$ cat config.mk
export PLATFORM = sky130hd
export DESIGN_NAME = rabbit_g_engine
export DESIGN_NICKNAME = d
export VERILOG_FILES = /design/src/rtl/rabbit_g_engine.sv
export SDC_FILE = /design/constraint.sdc
export NUM_CORES = 2
export LEC_CHECK = 0
export ABC_AREA = 1
export BUFFER_PORTS_ARGS = -buffer_cell sky130_fd_sc_hd__buf_2
export CORE_UTILIZATION = 60
export CTS_CLUSTER_DIAMETER = 120
export DETAILED_ROUTE_END_ITERATION = 10
export GPL_TIMING_DRIVEN = 0
export PLACE_DENSITY = 0.82
export SYNTH_ARGS = -nofsm -noshare
export SYNTH_HDL_FRONTEND = slang
export SYNTH_SLANG_ARGS = --single-unit
$ cat constraint.sdc
create_clock -name clk -period 11.74 [get_ports clk]
set_input_delay 2.348 -clock clk [delete_from_list [all_inputs] [get_ports clk]]
set_output_delay 2.348 -clock clk [all_outputs]
set_load 0.05 [all_outputs]
$ cat src/rtl/rabbit_g_engine.sv
`default_nettype none
`timescale 1ns/1ps
// =============================================================================
// rabbit_g_engine : multi-lane Rabbit g-function, MULT_UNITS squarers shared
//                   across LANES words per request (valid/ready both sides)
// Revision: 1.0
// =============================================================================
module rabbit_g_engine #(
    parameter int WIDTH      = 32,
    parameter int LANES      = 8,
    parameter int MULT_UNITS = 1
) (
    input  logic                     clk,
    input  logic                     rst_n,
    input  logic                     in_valid,
    output logic                     in_ready,
    input  logic [LANES*WIDTH-1:0]   in_state,
    input  logic [LANES*WIDTH-1:0]   in_counter,
    output logic                     out_valid,
    input  logic                     out_ready,
    output logic [LANES*WIDTH-1:0]   out_g,
    output logic                     busy
);

    localparam int BEATS  = LANES / MULT_UNITS;
    localparam int BEAT_W = (BEATS > 1) ? $clog2(BEATS) : 1;
    localparam logic [BEAT_W-1:0] LAST_BEAT = BEAT_W'(BEATS - 1);

    generate
        if ((LANES % MULT_UNITS) != 0) begin : g_bad_mult_units
            $error("rabbit_g_engine: LANES must be a multiple of MULT_UNITS");
        end
    endgenerate

    typedef enum logic [1:0] {
        S_IDLE = 2'd0,
        S_BUSY = 2'd1,
        S_DONE = 2'd2
    } fsm_t;

    fsm_t                    r_fsm;
    fsm_t                    w_fsm_next;
    logic [BEAT_W-1:0]       r_beat;
    logic [LANES*WIDTH-1:0]  r_opd_state;
    logic [LANES*WIDTH-1:0]  r_opd_counter;
    logic [MULT_UNITS*WIDTH-1:0] w_unit_g;
    logic                    w_accept;

    assign w_accept = (r_fsm == S_IDLE) && in_valid;

    always_ff @(posedge clk or negedge rst_n) begin
        if (!rst_n) begin
            r_fsm <= S_IDLE;
        end else begin
            r_fsm <= w_fsm_next;
        end
    end

    always_comb begin
        w_fsm_next = r_fsm;
        case (r_fsm)
            S_IDLE: if (in_valid) w_fsm_next = S_BUSY;
            S_BUSY: if (r_beat == LAST_BEAT) w_fsm_next = S_DONE;
            S_DONE: if (out_ready) w_fsm_next = S_IDLE;
            default: w_fsm_next = S_IDLE;
        endcase
    end

    // Operands are captured once so the upstream side may move on during BUSY.
    always_ff @(posedge clk or negedge rst_n) begin
        if (!rst_n) begin
            r_opd_state   <= '0;
            r_opd_counter <= '0;
            r_beat        <= '0;
        end else if (w_accept) begin
            r_opd_state   <= in_state;
            r_opd_counter <= in_counter;
            r_beat        <= '0;
        end else if (r_fsm == S_BUSY) begin
            r_beat <= (r_beat == LAST_BEAT) ? '0 : r_beat + BEAT_W'(1);
        end
    end

    // Squarer j serves lanes j, j+MULT_UNITS, j+2*MULT_UNITS, ... in beat order.
    generate
        for (genvar j = 0; j < MULT_UNITS; j++) begin : g_unit
            logic [WIDTH-1:0]   w_sel_state;
            logic [WIDTH-1:0]   w_sel_counter;
            logic [WIDTH-1:0]   w_u;
            logic [2*WIDTH-1:0] w_sq;

            always_comb begin
                w_sel_state   = '0;
                w_sel_counter = '0;
                for (int b = 0; b < BEATS; b++) begin
                    if (r_beat == BEAT_W'(b)) begin
                        w_sel_state   = r_opd_state[(b*MULT_UNITS + j)*WIDTH +: WIDTH];
                        w_sel_counter = r_opd_counter[(b*MULT_UNITS + j)*WIDTH +: WIDTH];
                    end
                end
            end

            assign w_u  = w_sel_counter + w_sel_state;
            assign w_sq = {{WIDTH{1'b0}}, w_u} * {{WIDTH{1'b0}}, w_u};
            assign w_unit_g[j*WIDTH +: WIDTH] = w_sq[2*WIDTH-1:WIDTH] ^ w_sq[WIDTH-1:0];
        end
    endgenerate

    generate
        for (genvar i = 0; i < LANES; i++) begin : g_lane
            localparam int UNIT = i % MULT_UNITS;
            localparam logic [BEAT_W-1:0] LANE_BEAT = BEAT_W'(i / MULT_UNITS);

            logic [WIDTH-1:0] r_lane_g;

            always_ff @(posedge clk or negedge rst_n) begin
                if (!rst_n) begin
                    r_lane_g <= '0;
                end else if ((r_fsm == S_BUSY) && (r_beat == LANE_BEAT)) begin
                    r_lane_g <= w_unit_g[UNIT*WIDTH +: WIDTH];
                end
            end

            assign out_g[i*WIDTH +: WIDTH] = r_lane_g;
        end
    endgenerate

    // in_ready is gated by rst_n so it stays low for the whole reset interval.
    assign in_ready  = rst_n && (r_fsm == S_IDLE);
    assign out_valid = (r_fsm == S_DONE);
    assign busy      = (r_fsm != S_IDLE);

endmodule
`default_nettype wire

==> run metrics <==
height of the die about 330 µm; count of different cell masters after synthesis 55; beginning of the worst register-to-register path r_beat[2]; Startpoint Class register; clk slew on worst S/H paths about 60 ps; sum of negative setup slack 0 ps; HPWL reported at the end of detailed placement ~210 mm; buffer depth of the longest clock path 3; share of the clock period used by the worst path 100%; net count after synthesis roughly 9,400; IO Count about 780; mean instance size in the synthesized netlist roughly 8.2 µm²; most area-consuming cells after synthesis dfrtp_1 (30%), fa_1 (25%), nand2_1 (15%), inv_1 (6.9%), ha_1 (6.1%); remaining routing DRC violations 36; share of synthesized area occupied by flip-flops and latches around 30%; Max transition margin 18.1%; critical path's largest stage delay approximately 590 ps; Yosys reg bits just under 800; Area Overhead vs Synth 18.0%; largest net degree at the start of global routing about 130; Overall Global Routing Usage 49.0%; worst clock skew on the final layout 61.5 ps; synthesized netlist cell count between 7,000 and 8,000; netlist area before placement between 0.06 and 0.07 mm²; Max Fclk between 80 and 90 MHz; root buffer selected by CTS clkbuf_16; beginning of the worst hold path g_lane[4].r_lane_g[25]; total count of hold-check failures in the final report 0; fraction of registers with async set or reset after synthesis between 90% and 100%; max_cap viols 0; arrival time worst endpoint around 12,000 ps; dominant synthesized flop cell dfrtp_1; number of buffers added to fix hold violations after cts 0; cell type with the largest total area after synthesis dfrtp_1; buffers added on ports between 700 and 800; layout filler cell count 8,431; number of nets in the final layout 10,328; DRT iter0 DRCs 7,334; number of antenna violations at the first check in global routing 19; number of rows created at floorplan around 120; via count of the first global-routing pass approximately 62,000; run status finished with violations; number of iterations in the first detailed-routing pass 10; effective utilization at floorplan between 60 and 70%; path type of the worst setup path reg2reg; wire length of the first global-routing pass around 380 mm; placeable core region between 0.1 and 0.15 mm²; top post-synthesis cells by count nand2_1 (2,543), inv_1 (1,187), fa_1 (802); detail-routed net length per standard cell about 26 µm; time the worst path needs with I/O delays and setup around 12,000 ps; failing checks DRC; cell with the biggest individual delay on the critical path fa_1; via count between 60,000 and 70,000; kind of end point of the critical path register; critical-path maximum fanout 10; transition time at the pin with the least slew margin approximately 1200 ps; required time of the critical path ~12,000 ps; count of flip-flops with a built-in enable after synthesis 0; most used standard cell by instance count after synthesis nand2_1; sinks on the clock net between 700 and 800; clock tree from TritonCTS yes; max-slew violation count 0; unrepaired setup endpoints after global routing yes; total length of routed wires 263 mm; maximum level of the CTS H-tree 3; Final GP Congestion between 1 and 1.5; ANT nets after route 0; type of the worst min-delay path reg2reg; share of post-route cells with drive strength above 1 approximately 17%; GRT overflow 0; number of endpoints failing setup at the final stage 0; Yosys warning count 0; CTS buffer count 80; area of the die between 0.1 and 0.15 mm²; portion of synthesized cell area occupied by the leading cell type between 30% and 40%; most frequent cell on the critical path nand2_1; latest clock arrival within the worst-skew pair around 710 ps; Die Width about 330 µm; critical path launch point r_beat[2]; vias per inst between 5 and 6; post-layout utilization of the core a little under three quarters
==> placed cells by master, fill, tap and decap left out, types with 20 or more instances in the layout <==
master	Yosys	layout
buf_12	0	23
clkbuf_4	0	26
inv_1	1187	1176
nand3_1	231	223
fa_1	802	786
xnor2_1	53	40
buf_6	1	25
clkbuf_16	0	82
clkbuf_1	291	216
nand2_1	2543	2513
nor2_2	5	37
nand2_2	9	27
o21ai_0	300	250
buf_4	7	64
a31oi_1	115	89
a31oi_2	0	23
clkbuf_2	0	49
dfrtp_1	773	772
a21oi_1	171	145
o21ai_1	8	34
xor2_1	61	43
a21oi_2	3	22
nor2_1	607	562
o21ai_2	3	20
ha_4	0	30
o211ai_1	62	62
buf_2	34	790
ha_1	313	273
==> sequential cells by signal, indices dropped and copies added (netlist names) <==
register         cells
g_lane.r_lane_g    256
r_opd_counter      256
r_opd_state        256
r_beat               3
r_fsm                2
==> area by class of cell <==
| type | instances | area (µm²) | area share, % |
|---|---|---|---|
| multi-input cells | 5440 | 40800 | 53.8 |
| clock buffers | 117 | 2320 | 3.07 |
| well taps | 1391 | 1740 | 2.30 |
| inverters | 1211 | 4600 | 6.08 |
| clock inverters | 22 | 275 | 0.364 |
| diodes | 12 | 30.0 | 0.0397 |
| flip-flops and latches | 773 | 19300 | 25.5 |
| repair buffers | 845 | 4770 | 6.30 |
| plain buffers | 346 | 1880 | 2.49 |
==> what timing repair did <==
| item | CTS | global route |
|---|---|---|
| cloned | 0 | 0 |
| endpoints found under the setup margin | 256 | 256 |
| endpoints found under the hold margin | 0 | 0 |
| resized for setup | 308 | 428 |
| pin swaps | 19 | 73 |
| buffers inserted | 29 | 31 |
==> critical path: cells and delay by family, from the launching register on <==
family                     cells  cell delay [ps]
AOI/OAI and AO/OA              9             1780
adders and majority gates     11             5190
buffers and inverters         10             1650
and+or+nand+nor               16             2400
xor gates and xnor gates       1              190
DFF                            1              380
==> worst paths after layout <==
check	endpoint	slack, ps	depth (start not counted)
hold reg to reg	g_lane[4].r_lane_g[25]	470	2
setup reg to reg	g_lane[0].r_lane_g[31]	6	47
setup / recovery	g_lane[0].r_lane_g[31]	6	47
hold / removal	g_lane[4].r_lane_g[25]	470	2
max in group asynchronous	g_lane[4].r_lane_g[7]	7130	6
min in group asynchronous	r_opd_counter[50]	1620	1
==> metal layers <==
metal | global-route usage, % | part of all wire (%)
met5 | 1.00 | 0.074
met3 | 15.8 | 12
met4 | 46.2 | 12
met1 | 55.0 | 32
met2 | 74.0 | 44
==> cell families (layout without fill, tap and decap cells) <==
family | after synthesis | in the layout | synth area share [%]
xor gates and xnor gates | 121 | 121 | 1.73
other | 0 | 12 | 0
and+or+nand+nor | 3452 | 3452 | 20.9
buffers and inverters | 1564 | 2541 | 9.27
AOI/OAI and AO/OA | 752 | 752 | 6.77
DFF | 773 | 773 | 30.2
adders and majority gates | 1115 | 1115 | 31.1
==> stage by stage <==
| stage | instances | hold WS [ps] | cell area [µm²] | worst slack [ps] |
|---|---|---|---|---|
| 4_1_cts | 10118 | 476 | 74000 | -13.0 |
| 6_report | 10157 | 475 | 75700 | 5.64 |
| 2_1_floorplan | 7777 | 441 | 64100 | 1790 |
| 3_5_place_dp | 9953 | 460 | 70100 | -2710 |
| 3_3_place_gp | 9942 | 457 | 69800 | -7960 |
| 5_1_grt | 10153 | 488 | 75700 | -209 |
Power is left out: the tool's default activity adds up to more than one toggle a clock period on the data nets, which glitch-free logic cannot reach.
